$ cat config.mk
export PLATFORM = sky130hd
export DESIGN_NAME = mem_access_unit
export DESIGN_NICKNAME = d
export VERILOG_FILES = /design/src/rtl/mem_access_unit.sv
export SDC_FILE = /design/constraint.sdc
export NUM_CORES = 1
export LEC_CHECK = 0
export CORE_ASPECT_RATIO = 0.6
export CORE_MARGIN = 4
export CORE_UTILIZATION = 46
export CTS_CLUSTER_SIZE = 40
export DETAILED_ROUTE_END_ITERATION = 6
export PLACE_DENSITY = 0.84
export SLEW_MARGIN = 5
export SYNTH_ARGS = -nofsm -noshare
export SYNTH_HDL_FRONTEND = slang
export SYNTH_SLANG_ARGS = --single-unit
$ cat constraint.sdc
create_clock -name clk -period 2.15 [get_ports clk]
set_input_delay 0.43 -clock clk [delete_from_list [all_inputs] [get_ports clk]]
set_output_delay 0.43 -clock clk [all_outputs]
set_load 0.05 [all_outputs]
$ cat src/rtl/mem_access_unit.sv
// Memory-side responder for the multicycle CPU. It performs one word, half or byte
// access per request on a single-port synchronous memory. Sub-word stores use read-modify-write.
module mem_access_unit #(
    parameter int RD_LAT = 1
) (
    input  logic        clk,
    input  logic        reset_n,
    input  logic        req,
    input  logic [2:0]  op,
    input  logic [31:0] addr,
    input  logic [31:0] wdata,
    output logic        busy,
    output logic        done,
    output logic        misaligned,
    output logic [31:0] rdata,
    output logic [31:0] mem_addr,
    output logic [31:0] mem_wdata,
    output logic        mem_we,
    input  logic [31:0] mem_rdata
);

    localparam int NUM_LANES = 4;
    localparam int VEC_W     = 8;

    localparam logic [2:0] OP_LW  = 3'b000;
    localparam logic [2:0] OP_LH  = 3'b001;
    localparam logic [2:0] OP_LB  = 3'b010;
    localparam logic [2:0] OP_SW  = 3'b011;
    localparam logic [2:0] OP_SH  = 3'b100;
    localparam logic [2:0] OP_SB  = 3'b101;

    typedef enum logic [2:0] {
        S_IDLE, S_ADDR, S_WAIT, S_MERGE, S_WRITE, S_DONE
    } state_t;

    // The ADDR/WAIT sequencing assumes exactly one cycle of read latency.
    if (RD_LAT != 1) begin : g_bad_rd_lat
        $error("mem_access_unit: only RD_LAT == 1 is supported");
    end

    state_t      state;
    logic [2:0]  op_q;
    logic [1:0]  lane_q;
    logic [15:0] wdata_q;

    logic        misal;
    logic        sub_store_q;
    logic [NUM_LANES-1:0]            st_be;
    logic [NUM_LANES-1:0][VEC_W-1:0] st_rep;
    logic [NUM_LANES-1:0][VEC_W-1:0] merged;
    logic [7:0]  ld_byte;
    logic [15:0] ld_half;
    logic [31:0] ld_ext;

    assign misal = (((op == OP_LW) || (op == OP_SW)) && (addr[1:0] != 2'b00)) ||
                   (((op == OP_LH) || (op == OP_SH)) && addr[0]);

    assign sub_store_q = (op_q == OP_SH) || (op_q == OP_SB);

    always_comb begin
        st_be  = '0;
        st_rep = '0;
        if (op_q == OP_SB) begin
            st_be  = 4'b0001 << lane_q;
            st_rep = {4{wdata_q[7:0]}};
        end else begin
            st_be  = lane_q[1] ? 4'b1100 : 4'b0011;
            st_rep = {2{wdata_q}};
        end
    end

    // Replace only the enabled byte lanes of the word just read back.
    for (genvar k = 0; k < NUM_LANES; k++) begin : g_lane
        assign merged[k] = st_be[k] ? st_rep[k] : mem_rdata[VEC_W*k +: VEC_W];
    end

    always_comb begin
        ld_byte = mem_rdata[8*lane_q +: 8];
        ld_half = lane_q[1] ? mem_rdata[31:16] : mem_rdata[15:0];
        case (op_q)
            OP_LW:   ld_ext = mem_rdata;
            OP_LH:   ld_ext = {{16{ld_half[15]}}, ld_half};
            OP_LB:   ld_ext = {{24{ld_byte[7]}}, ld_byte};
            default: ld_ext = {24'h0, ld_byte};
        endcase
    end

    always_ff @(posedge clk or negedge reset_n) begin
        if (!reset_n) begin
            state      <= S_IDLE;
            op_q       <= '0;
            lane_q     <= '0;
            wdata_q    <= '0;
            busy       <= 1'b0;
            done       <= 1'b0;
            misaligned <= 1'b0;
            rdata      <= '0;
            mem_addr   <= '0;
            mem_wdata  <= '0;
            mem_we     <= 1'b0;
        end else begin
            done   <= 1'b0;
            mem_we <= 1'b0;
            case (state)
                S_IDLE: begin
                    if (req) begin
                        op_q     <= op;
                        lane_q   <= addr[1:0];
                        wdata_q  <= wdata[15:0];
                        mem_addr <= {addr[31:2], 2'b00};
                        busy     <= 1'b1;
                        if (misal) begin
                            state      <= S_DONE;
                            done       <= 1'b1;
                            misaligned <= 1'b1;
                        end else if (op == OP_SW) begin
                            state     <= S_WRITE;
                            mem_we    <= 1'b1;
                            mem_wdata <= wdata;
                        end else begin
                            state <= S_ADDR;
                        end
                    end
                end
                S_ADDR: state <= S_WAIT;
                S_WAIT: begin
                    if (sub_store_q) begin
                        state     <= S_MERGE;
                        mem_wdata <= merged;
                        mem_we    <= 1'b1;
                    end else begin
                        state <= S_DONE;
                        done  <= 1'b1;
                        rdata <= ld_ext;
                    end
                end
                S_MERGE, S_WRITE: begin
                    state <= S_DONE;
                    done  <= 1'b1;
                end
                S_DONE: begin
                    state      <= S_IDLE;
                    busy       <= 1'b0;
                    misaligned <= 1'b0;
                end
                default: state <= S_IDLE;
            endcase
        end
    end

endmodule

==> flow_summary.yaml <==
sta:
  min_period_ns: 2.10
  setup_viol: 0
  post-route-period-util_pct: 97.9
  skew_ns: 0.00770
  timing.slew.headroom_pct: 56.9
  max_clock_freq_ghz: 0.475
  hold_slack_ns: 0.0444
  timing.setup.tns_ns: 0
  rsz0062_at_grt: "false"
  drv_slew: 0
  finalHoldViolations: 0
  tightest_slew_ns: 0.645
  fin_ws_ns: 0.0461
power:
  power.combinational.fraction_pct: 55.8
  p_switching_w: 0.00798
  netSwitchingFraction_pct: 46.8
  irDropWorstVdd_uv: 1290
  seq_power_share_pct: 25.7
  clkPwrFrac_pct: 18.5
  cellPowerDensity_nw_per_um2: 1860
  p_int_w: 0.00906
  p_leak_nw: 3.96
route:
  antenna_violating_nets_post_route: 0
  first_pass_iters: 7
  route.vias.total: 5734
  post-route-drc-count: 8
  detailedRoute.firstIterationViolations: 639
  wl_per_cell_um: 22.4
  drt-total-wl_um: 21200
  vias_per_cell: 6.05
clocking:
  cts_sinks: 122
  cts_resized: 0
  tritoncts.num_buffers: 17
  clock_insertion_delay_worst_skew_ns: 0.42
  root_buffer: "clkbuf_16"
  post_cts_buffers: 0
  cts.reportedPaths.clkPinSlew_ns: 0.06
  cts-root-to-sink-buffers: 2
  cts_tree: "done"
  clock_tree.htree_level_count: 4
  cts_hold_buf: 0
worst_setup_path:
  kind_of_end_point_of_the_critical_path: "output pin"
  category_of_cells_accounting_for_the_largest_share_of_critical_path_delay: "buffers and inverters"
  path_cells: "clkdlybuf4s50_1"
  critPathLaunchType: "flip-flop"
  timing.critical_path.arrival_ns: 1.67
  crit_slowest_cell: "clkdlybuf4s50_1"
  critical_path_peak_fanout: 2
  worstPathBufferInverterCount: 1
  critPathRequiredTime_ns: 1.72
  critical_path.max_stage_delay_ns: 0.88
  path_class: "flip-flop to output pin"
logic_synthesis:
  synth_area_um2: 6140
  synthArstFlopShare_pct: 100
  ys_seq_area_share_pct: 49.7
  total_of_flip_flops_plus_latches_after_synthesis: 122
  netlist-cell-type-count: 45
  yosysTopAreaCell: "dfrtp_1"
  synthCells: 551
  synth-edff-count: 0
  synth_top_area_share_pct: 49.7
  average_cell_area_after_synthesis_um2: 11.1
  synth_warn: 0
  postSynth.topFlopCell: "dfrtp_1"
  netlist_top_cells_area: "dfrtp_1, mux2_2, mux2i_1, mux4_2, a21oi_1"
placed_design:
  portBuffers: 199
  detailedPlacementHpwl_um: 15400
  dpl_worst_slack_ns: -0.0333
  place_inst: 915
  globalplace.congestion: 0.945
run:
  maximum_capacitance_violations: 0
global_routing:
  track_usage_pct: 27.8
  grt-ovfl-total: 0
  grt_start_max_net_pins: 86
  antenna_violations_before_repair: 0
  grt_pass1_vias: 5760
  grt_pass1_wl_um: 32800
status:
  failed_checks: "DRC"
  run_status: "finished with violations"
layout:
  layout.area.seq_um2: 3050
  multiInputGateArea_um2: 2840
  filler_cell_count: 893
  nets: 866
  antennaDiodeCount: 0
  area_growth_pct: 49.0
  proportion_of_layout_cells_with_a_drive_suffix_above_1_pct: 20.5
  final-instance-count-excl-fill: 947
die:
  die_w_um: 157
  fp-row-count: 32
  design.die.area_um2: 15300
  die_h_um: 97.5
  core_area_um2: 12900
  io_pins: 202
  floorplan.initialDensity_pct: 47.5
hold_path:
  holdCritPathClass: "input port to async pin"
[synth_stat cells, types with 7 or more instances]
cell / n
dfrtp_1: 122
mux2_2: 52
mux2i_1: 34
nand2_1: 34
a21oi_1: 33
o21ai_1: 31
nor2_1: 28
clkbuf_1: 24
o21ai_0: 24
buf_2: 21
a22o_1: 18
a21o_1: 11
nor2b_1: 11
a31oi_1: 10
nand3b_1: 10
a31o_2: 9
a211o_1: 8
a211oi_1: 8
a221oi_1: 8
a2bb2oi_1: 8
mux4_2: 8
a222oi_1: 7
[metrics by stage]
stage	instance area (um2)	total power [W]	util (%)
after floorplan	6140	0.0105	-
after global placement	8500	0.0135	65.7
after detailed placement	8500	0.0138	65.7
after CTS	9150	0.0170	70.7
after global routing	9150	0.0178	70.7
final	9150	0.0170	70.7
[placed cells by master (no fill, tap or decap), drive strengths merged, types with 4 or more instances in the layout]
cell type      netlist  routed
clkbuf              24      18
nor2                28      28
nand2               35      35
a211oi               9       9
a21oi               33      33
dfrtp              122     122
a221oi               8       8
mux2i               34      34
a21o                11      11
mux2                52      52
nand3b              10      10
mux4                 8       8
o21ai               55      55
bufinv               0       4
a222oi               7       7
inv                  4       9
a31oi               10      10
a31o                 9       9
clkdlybuf4s50        0     195
clkinv               0       5
a22o                18      18
buf                 29      50
a211o                8       8
nor2b               11      11
a2bb2oi              8       8
[kinds of logic after synthesis]
| group | count (synthesis) | synth area share (%) |
|---|---|---|
| other cells | 1 | 0.0611 |
| compound gates | 179 | 19.6 |
| mux | 94 | 18.0 |
| flops | 122 | 49.7 |
| buf+inv | 57 | 4.16 |
| simple gates | 98 | 8.38 |
[cell type report]
| cell class | instances | area share (%) |
|---|---|---|
| Timing Repair Buffer | 246 | 26.0 |
| Clock inverter | 14 | 2.30 |
| Sequential cell | 122 | 33.4 |
| Inverter | 4 | 0.164 |
| Tap cell | 170 | 2.32 |
| Clock buffer | 18 | 4.80 |
| Multi-Input combinational cell | 373 | 31.0 |
[sequential cells by signal, summed over array words and instances, names as in the netlist]
| register | cells |
|---|---|
| mem_wdata | 32 |
| misaligned | 1 |
| mem_we | 1 |
| lane_q | 2 |
| mem_addr | 30 |
| state | 3 |
| busy | 1 |
| done | 1 |
| op_q | 3 |
| rdata | 32 |
| wdata_q | 16 |
[worst paths after layout]
kind | slack (ns) | end | startpoint | cells after the start
max in group asynchronous | 1.72 | rdata[27] | reset_n | 2
max | 0.05 | rdata[11] | rdata[11] | 1
max reg2reg | 0.10 | mem_wdata[3] | state[1] | 4
min | 0.04 | mem_addr[30] | reset_n | 2
min in group clk | 0.49 | rdata[6] | rdata[6] | 1
min reg2reg | 0.49 | rdata[6] | rdata[6] | 1
[power groups by stage]
stage / registers, W / logic (W) / clock network (W)
5_1_grt: 0.00449 / 0.00998 / 0.00330
6_report: 0.00437 / 0.00950 / 0.00315
3_3_place_gp: 0.00428 / 0.00921 / 0
2_1_floorplan: 0.00724 / 0.00328 / 0
4_1_cts: 0.00434 / 0.00948 / 0.00318
3_5_place_dp: 0.00434 / 0.00943 / 0
[metal layers]
layer / up-vias / wire length, um / track usage, %
li1: 2479 / - / -
met1: 2811 / 8670 / 39.0
met2: 394 / 9320 / 40.3
met3: 50 / 2730 / 10.7
met4: 0 / 448 / 7.67
met5: - / 0 / 0
Note: power is estimated with default switching activity, not from simulation.
